$ cat config.mk
export PLATFORM = sky130hd
export DESIGN_NAME = rr_arb8
export DESIGN_NICKNAME = d
export VERILOG_FILES = /design/src/rtl/rr_arb8_pkg.sv /design/src/rtl/mux16.sv /design/src/rtl/rr_pick8.sv /design/src/rtl/rr_arb8.sv
export SDC_FILE = /design/constraint.sdc
export NUM_CORES = 1
export LEC_CHECK = 0
export CAP_MARGIN = 20
export CORE_AREA = 5 5 118 120
export CTS_BUF_LIST = sky130_fd_sc_hd__clkbuf_8
export CTS_CLUSTER_DIAMETER = 80
export DETAILED_ROUTE_END_ITERATION = 10
export DIE_AREA = 0 0 123 125
export GPL_ROUTABILITY_DRIVEN = 0
export PLACE_DENSITY = 0.85
export SYNTH_ARGS = -nofsm -noshare
export SYNTH_HDL_FRONTEND = slang
export SYNTH_SLANG_ARGS = --single-unit
$ cat constraint.sdc
create_clock -name clk -period 13.6 [get_ports clk]
set_input_delay 2.04 -clock clk [delete_from_list [all_inputs] [get_ports clk]]
set_output_delay 2.04 -clock clk [all_outputs]
set_load 0.03 [all_outputs]
$ cat src/rtl/rr_arb8_pkg.sv
// rtl/rr_arb8_pkg.sv - shared constants and state encoding for the rr_arb8 arbiter
package rr_arb8_pkg;

  localparam int N_REQ = 8;
  localparam int SRC_W = 3;

  typedef enum logic {
    IDLE = 1'b0,
    OWN  = 1'b1
  } state_e;

endpackage

$ cat src/rtl/mux16.sv
// rtl/mux16.sv - library 16-way WIDTH-bit data mux
module mux16 #(
  parameter int WIDTH = 32
) (
  input  logic [16*WIDTH-1:0] din,
  input  logic [3:0]          sel,
  output logic [WIDTH-1:0]    dout
);

  always_comb begin
    dout = '0;
    for (int i = 0; i < 16; i++) begin
      if (sel == 4'(i)) dout = din[i*WIDTH +: WIDTH];
    end
  end

endmodule

$ cat src/rtl/rr_pick8.sv
// rtl/rr_pick8.sv - circular priority encoder: first set request at or after ptr
module rr_pick8
  import rr_arb8_pkg::*;
(
  input  logic [N_REQ-1:0] req,
  input  logic [SRC_W-1:0] ptr,
  output logic             any,
  output logic [SRC_W-1:0] idx
);

  logic [2*N_REQ-1:0] dbl;
  logic [N_REQ-1:0]   rot;
  logic [SRC_W-1:0]   off;

  // rot[i] is request (ptr+i) mod 8, so the lowest set bit is the winner offset
  assign dbl = {req, req};
  assign rot = dbl[ptr +: N_REQ];

  always_comb begin
    off = '0;
    for (int i = N_REQ - 1; i >= 0; i--) begin
      if (rot[i]) off = SRC_W'(i);
    end
  end

  assign any = |req;
  assign idx = ptr + off;

endmodule

$ cat src/rtl/rr_arb8.sv
// rtl/rr_arb8.sv - eight-requester round-robin arbiter with burst ownership and one output stage
module rr_arb8
  import rr_arb8_pkg::*;
#(
  parameter int WIDTH     = 32,
  parameter int MAX_BURST = 4
) (
  input  logic                   clk,
  input  logic                   rst_n,
  input  logic [N_REQ-1:0]       req_vld,
  input  logic [N_REQ*WIDTH-1:0] req_data,
  output logic [N_REQ-1:0]       req_rdy,
  output logic                   out_vld,
  output logic [WIDTH-1:0]       out_data,
  output logic [SRC_W-1:0]       out_src,
  input  logic                   out_rdy,
  output logic                   busy
);

  localparam logic [3:0] BURST_LAST = 4'(MAX_BURST);

  state_e           state, state_nxt;
  logic [SRC_W-1:0] ptr, ptr_nxt;
  logic [SRC_W-1:0] grant, grant_nxt;
  logic [3:0]       cnt, cnt_nxt;
  logic [SRC_W-1:0] sel_idx;
  logic [SRC_W-1:0] pick_idx;
  logic             pick_any;
  logic             can_load;
  logic             load;
  logic [WIDTH-1:0] mux_out;

  rr_pick8 u_pick (
    .req (req_vld),
    .ptr (ptr),
    .any (pick_any),
    .idx (pick_idx)
  );

  mux16 #(.WIDTH(WIDTH)) u_mux (
    .din  ({{((16 - N_REQ) * WIDTH){1'b0}}, req_data}),
    .sel  ({1'b0, sel_idx}),
    .dout (mux_out)
  );

  assign can_load = !out_vld || out_rdy;
  assign busy     = (state == OWN) || out_vld;

  always_ff @(posedge clk) begin
    if (!rst_n) begin
      state    <= IDLE;
      ptr      <= '0;
      grant    <= '0;
      cnt      <= '0;
      out_vld  <= 1'b0;
      out_data <= '0;
      out_src  <= '0;
    end else begin
      state <= state_nxt;
      ptr   <= ptr_nxt;
      grant <= grant_nxt;
      cnt   <= cnt_nxt;
      if (load) begin
        out_vld  <= 1'b1;
        out_data <= mux_out;
        out_src  <= sel_idx;
      end else if (out_rdy) begin
        out_vld <= 1'b0;
      end
    end
  end

  always_comb begin
    state_nxt = state;
    ptr_nxt   = ptr;
    grant_nxt = grant;
    cnt_nxt   = cnt;
    case (state)
      IDLE: begin
        if (load) begin
          grant_nxt = pick_idx;
          cnt_nxt   = 4'd1;
          if (BURST_LAST == 4'd1) ptr_nxt = pick_idx + 3'd1;
          else                    state_nxt = OWN;
        end
      end
      OWN: begin
        if (load) begin
          cnt_nxt = cnt + 4'd1;
          if (cnt + 4'd1 == BURST_LAST) begin
            state_nxt = IDLE;
            ptr_nxt   = grant + 3'd1;
          end
        end else if (can_load) begin
          // owner went quiet: give up the grant, costing one bubble cycle
          state_nxt = IDLE;
          ptr_nxt   = grant + 3'd1;
        end
      end
      default: state_nxt = IDLE;
    endcase
  end

  always_comb begin
    sel_idx = grant;
    load    = 1'b0;
    if (state == IDLE) begin
      sel_idx = pick_idx;
      load    = pick_any && can_load;
    end else begin
      load = can_load && req_vld[grant];
    end
    if (!rst_n) load = 1'b0;
    req_rdy = load ? (N_REQ'(1) << sel_idx) : '0;
  end

endmodule
==> impl_metrics.py <==
metrics = {
    "global_route": {
        "antenna_found_initial": 1,
        "grt_pass1_wl_mm": 34.5,
        "track_usage_pct": 28.0,
        "grt_overflow": 0,
        "grt_max_degree": 91,
        "grt_pass1_vias": 6591,
    },
    "cells_and_area": {
        "nNetsFinal": 1242,
        "layout-drive-gt1-share_pct": 4.94,
        "fin_util_pct": 62.7,
        "areaGrowthSynthToFinish_pct": 68.2,
        "finalInstanceArea_sq_mm": 0.00807,
        "fillCellCount": 1167,
    },
    "yosys": {
        "synth_ff_type": "dfxtp_1",
        "synth_cell_types": 58,
        "netlist_instances": 713,
        "syn_avg_cell_area_sq_um": 6.73,
        "synth_seq_cells": 47,
        "synth_edf_count": 0,
        "async_flop_share_pct": 0,
        "syn_area_sq_mm": 0.00480,
        "ys_warn_count": 0,
        "synth_seq_area_share_pct": 19.6,
        "syn_nets": 984,
    },
    "placed_design": {
        "dpl.hpwl_mm": 17.2,
        "port_buffers": 311,
        "placed_cell_area_sq_mm": 0.00794,
    },
    "setup_path": {
        "crit_slowest_cell": "clkdlybuf4s50_1",
        "r2r-end": "out_data[5]$_SDFFE_PN0P_",
        "rrSetupSlack_ns": 7.94,
        "crit_chain": "clkdlybuf4s50_1 -> mux2_2 -> o21ai_0 -> a211oi_1 -> o32ai_1 -> o21ai_0 -> and3_1 -> a31oi_1 -> ha_1 -> inv_1 -> fa_1 -> nor3_1 -> o31a_2 -> buf_4 -> nand2_1 -> nor2_1 -> clkdlybuf4s50_1",
        "path_max_fanout": 38,
        "arrival_ns": 7.01,
        "crit_family": "buffers and inverters",
        "max_stage_delay_ns": 0.69,
        "reg2reg_from": "ptr[1]$_SDFFE_PN0P_",
        "worstSetupEndpointType": "primary output",
        "reg2reg_depth": 16,
        "path_buf_inv": 4,
        "crit_type": "input pin to primary output",
        "crit_path_start_kind": "input pin",
        "cp.required_ns": 11.56,
    },
    "sta": {
        "setup_viol": 0,
        "fmax_ghz": 0.110,
        "tightest_slew_ns": 1.13,
        "tns_ns": 0,
        "fin_crit_ns": 9.05,
        "slew_violations": 0,
        "rsz0062_at_grt": "false",
        "hold_violations": 0,
        "final.period_utilization_pct": 66.6,
        "maxSlewHeadroom_pct": 24.8,
        "finalClockSkew_ns": 0.00456,
    },
    "routing": {
        "wire_per_inst_um": 19.9,
        "drt-initial-drc-count": 633,
        "drtAntennaViolNets": 0,
        "via_count": 6660,
        "route.detailed.drc": 0,
        "finalWirelength_mm": 22.8,
        "firstDrtPassIters": 8,
        "viasPerCell": 5.80,
    },
    "die": {
        "die_h_um": 125,
        "boundaryPins": 312,
        "start_util_pct": 37.3,
        "dieWidth_um": 123,
        "dieArea_sq_mm": 0.0154,
        "core_area_sq_mm": 0.0129,
        "rows": 42,
    },
    "power_and_ir_drop": {
        "irDropWorstVdd_mv": 0.0579,
        "power.density_mw_per_mm2": 117,
        "p_leak_nw": 2.98,
    },
    "worst_hold_path": {
        "hold_path_end": "out_data[31]$_SDFFE_PN0P_",
        "hold_start": "out_data[31]$_SDFFE_PN0P_",
        "min_path_cells": 2,
        "hold_path_class": "flip-flop to flip-flop",
    },
    "status": {
        "status": "finished clean",
    },
    "clock_network": {
        "worstSkewPairLatency_ns": 0.30,
        "root_buffer": "clkbuf_8",
        "cts_tree": "yes",
        "htree_levels": 2,
        "clock_sinks": 47,
        "ctsResizeCount": 0,
        "hold_buffers": 0,
        "cts.clk_slew.worst_paths_ns": 0.10,
        "post-cts-setup-buffers": 0,
        "numCtsBuffers": 5,
        "cts_buffer_depth": 2,
    },
    "flow_run": {
        "drv_cap": 0,
    },
}
-- synthesized netlist by cell type, types with 2 or more instances --
cell type,count,area [sq um]
nand2_1,200,751
a21oi_1,65,325
clkbuf_1,53,199
dfxtp_1,47,941
nor2_1,35,131
a211oi_1,28,210
a221oi_1,28,245
o21ai_0,25,125
o32ai_1,24,210
a21boi_0,23,173
a2bb2oi_1,23,201
mux2i_1,17,170
nand3_1,16,80.1
and2_1,9,56.3
mux2_2,9,101
o31ai_1,7,52.6
and3_1,6,37.5
buf_2,6,30.0
inv_1,6,22.5
nand2b_1,6,37.5
a311oi_2,5,75.1
buf_1,5,18.8
nor3_1,5,25.0
nor4_1,5,31.3
a2111oi_0,4,35.0
a31oi_1,4,25.0
nor2b_1,4,25.0
buf_4,3,22.5
ha_1,3,37.5
mux4_2,3,67.6
nor3b_1,3,22.5
or2_2,3,18.8
a211o_1,2,17.5
a32oi_1,2,17.5
o211ai_1,2,15.0
o221ai_1,2,17.5
o22a_1,2,17.5
o22ai_1,2,12.5
o31a_1,2,17.5
-- worst reg2reg max path: stages (launching register included) --
cell	delay (ns)
dfxtp_1	0.71
mux2_2	0.44
o21ai_0	0.16
a211oi_1	0.09
o32ai_1	0.36
o21ai_0	0.13
and3_1	0.18
a31oi_1	0.15
ha_1	0.16
inv_1	0.06
fa_1	0.49
nor3_1	0.27
o31a_2	0.47
buf_4	0.48
and2_1	0.86
a211oi_1	0.24
o32ai_1	0.30
-- how the worst max path moves through the flow --
stage / startpoint / endpoint / slack, ns / depth (start not counted)
after floorplan: req_vld[6] / req_rdy[3] / 6.10 / 17
after global routing: req_vld[6] / req_rdy[7] / 4.15 / 16
after global placement: req_vld[6] / req_rdy[0] / 4.67 / 17
after CTS: req_vld[6] / req_rdy[2] / 4.57 / 17
after detailed placement: req_vld[6] / req_rdy[2] / 4.57 / 17
final: req_vld[6] / req_rdy[2] / 4.55 / 17
-- kinds of logic after synthesis --
family	count (synthesis)	share of synthesized area, %
compound gates	261	39.5
mux	29	7.06
flops	47	19.6
fa+ha+maj	4	1.20
buf+inv	76	6.52
simple gates	295	25.9
xor+xnor	1	0.183
-- layout by cell type, fill, tap and decap left out, types with 8 or more instances in the layout --
master / n
a21boi_0: 23
o21ai_0: 25
a221oi_1: 28
o32ai_1: 24
a211oi_1: 28
buf_4: 8
dfxtp_1: 47
mux2_2: 8
a2bb2oi_1: 23
clkdlybuf4s50_1: 311
a21oi_1: 65
and2_1: 9
nand3_1: 15
nor2_1: 32
nand2_1: 199
mux2i_1: 16
-- cell type report --
cell class / count / area [sq um] / area share [%]
repair buffers: 320 / 3190 / 39.5
well taps: 176 / 220 / 2.73
clock buffers: 6 / 82.6 / 1.02
inverters: 7 / 26.3 / 0.325
clock inverters: 2 / 35.0 / 0.434
diodes: 1 / 2.50 / 0.0310
multi-input cells: 590 / 3580 / 44.3
flip-flops and latches: 47 / 941 / 11.7
-- state kept, by name (all words and copies together), names as in the netlist --
name,cells
out_data,32
cnt,4
grant,3
out_src,3
ptr,3
out_vld,1
state,1
-- power by group --
part	internal (mW)	leakage, nW	switching [mW]
Combinational	0.272	2.53	0.364
Sequential	0.173	0.388	0.0284
Clock	0.0596	0.0612	0.0516
Total	0.504	2.98	0.444
-- layer usage --
layer / GRT usage (%) / up-vias / wire length, um
met5: 0 / - / 0
met4: 12.1 / 0 / 1070
met3: 6.55 / 65 / 2020
met2: 48.4 / 361 / 11200
met1: 32.8 / 3076 / 8540
li1: - / 3158 / -
-- stage by stage --
step | setup slack [ns] | power [mW] | hold slack, ns | instances
2_1_floorplan | 6.10 | 0.585 | 0.449 | 713
3_3_place_gp | 4.67 | 0.824 | 0.456 | 1139
3_5_place_dp | 4.57 | 0.831 | 0.466 | 1139
4_1_cts | 4.57 | 0.943 | 0.480 | 1147
5_1_grt | 4.15 | 1.01 | 0.503 | 1149
6_report | 4.55 | 0.948 | 0.477 | 1149
Note: power is estimated with default switching activity, not from simulation.
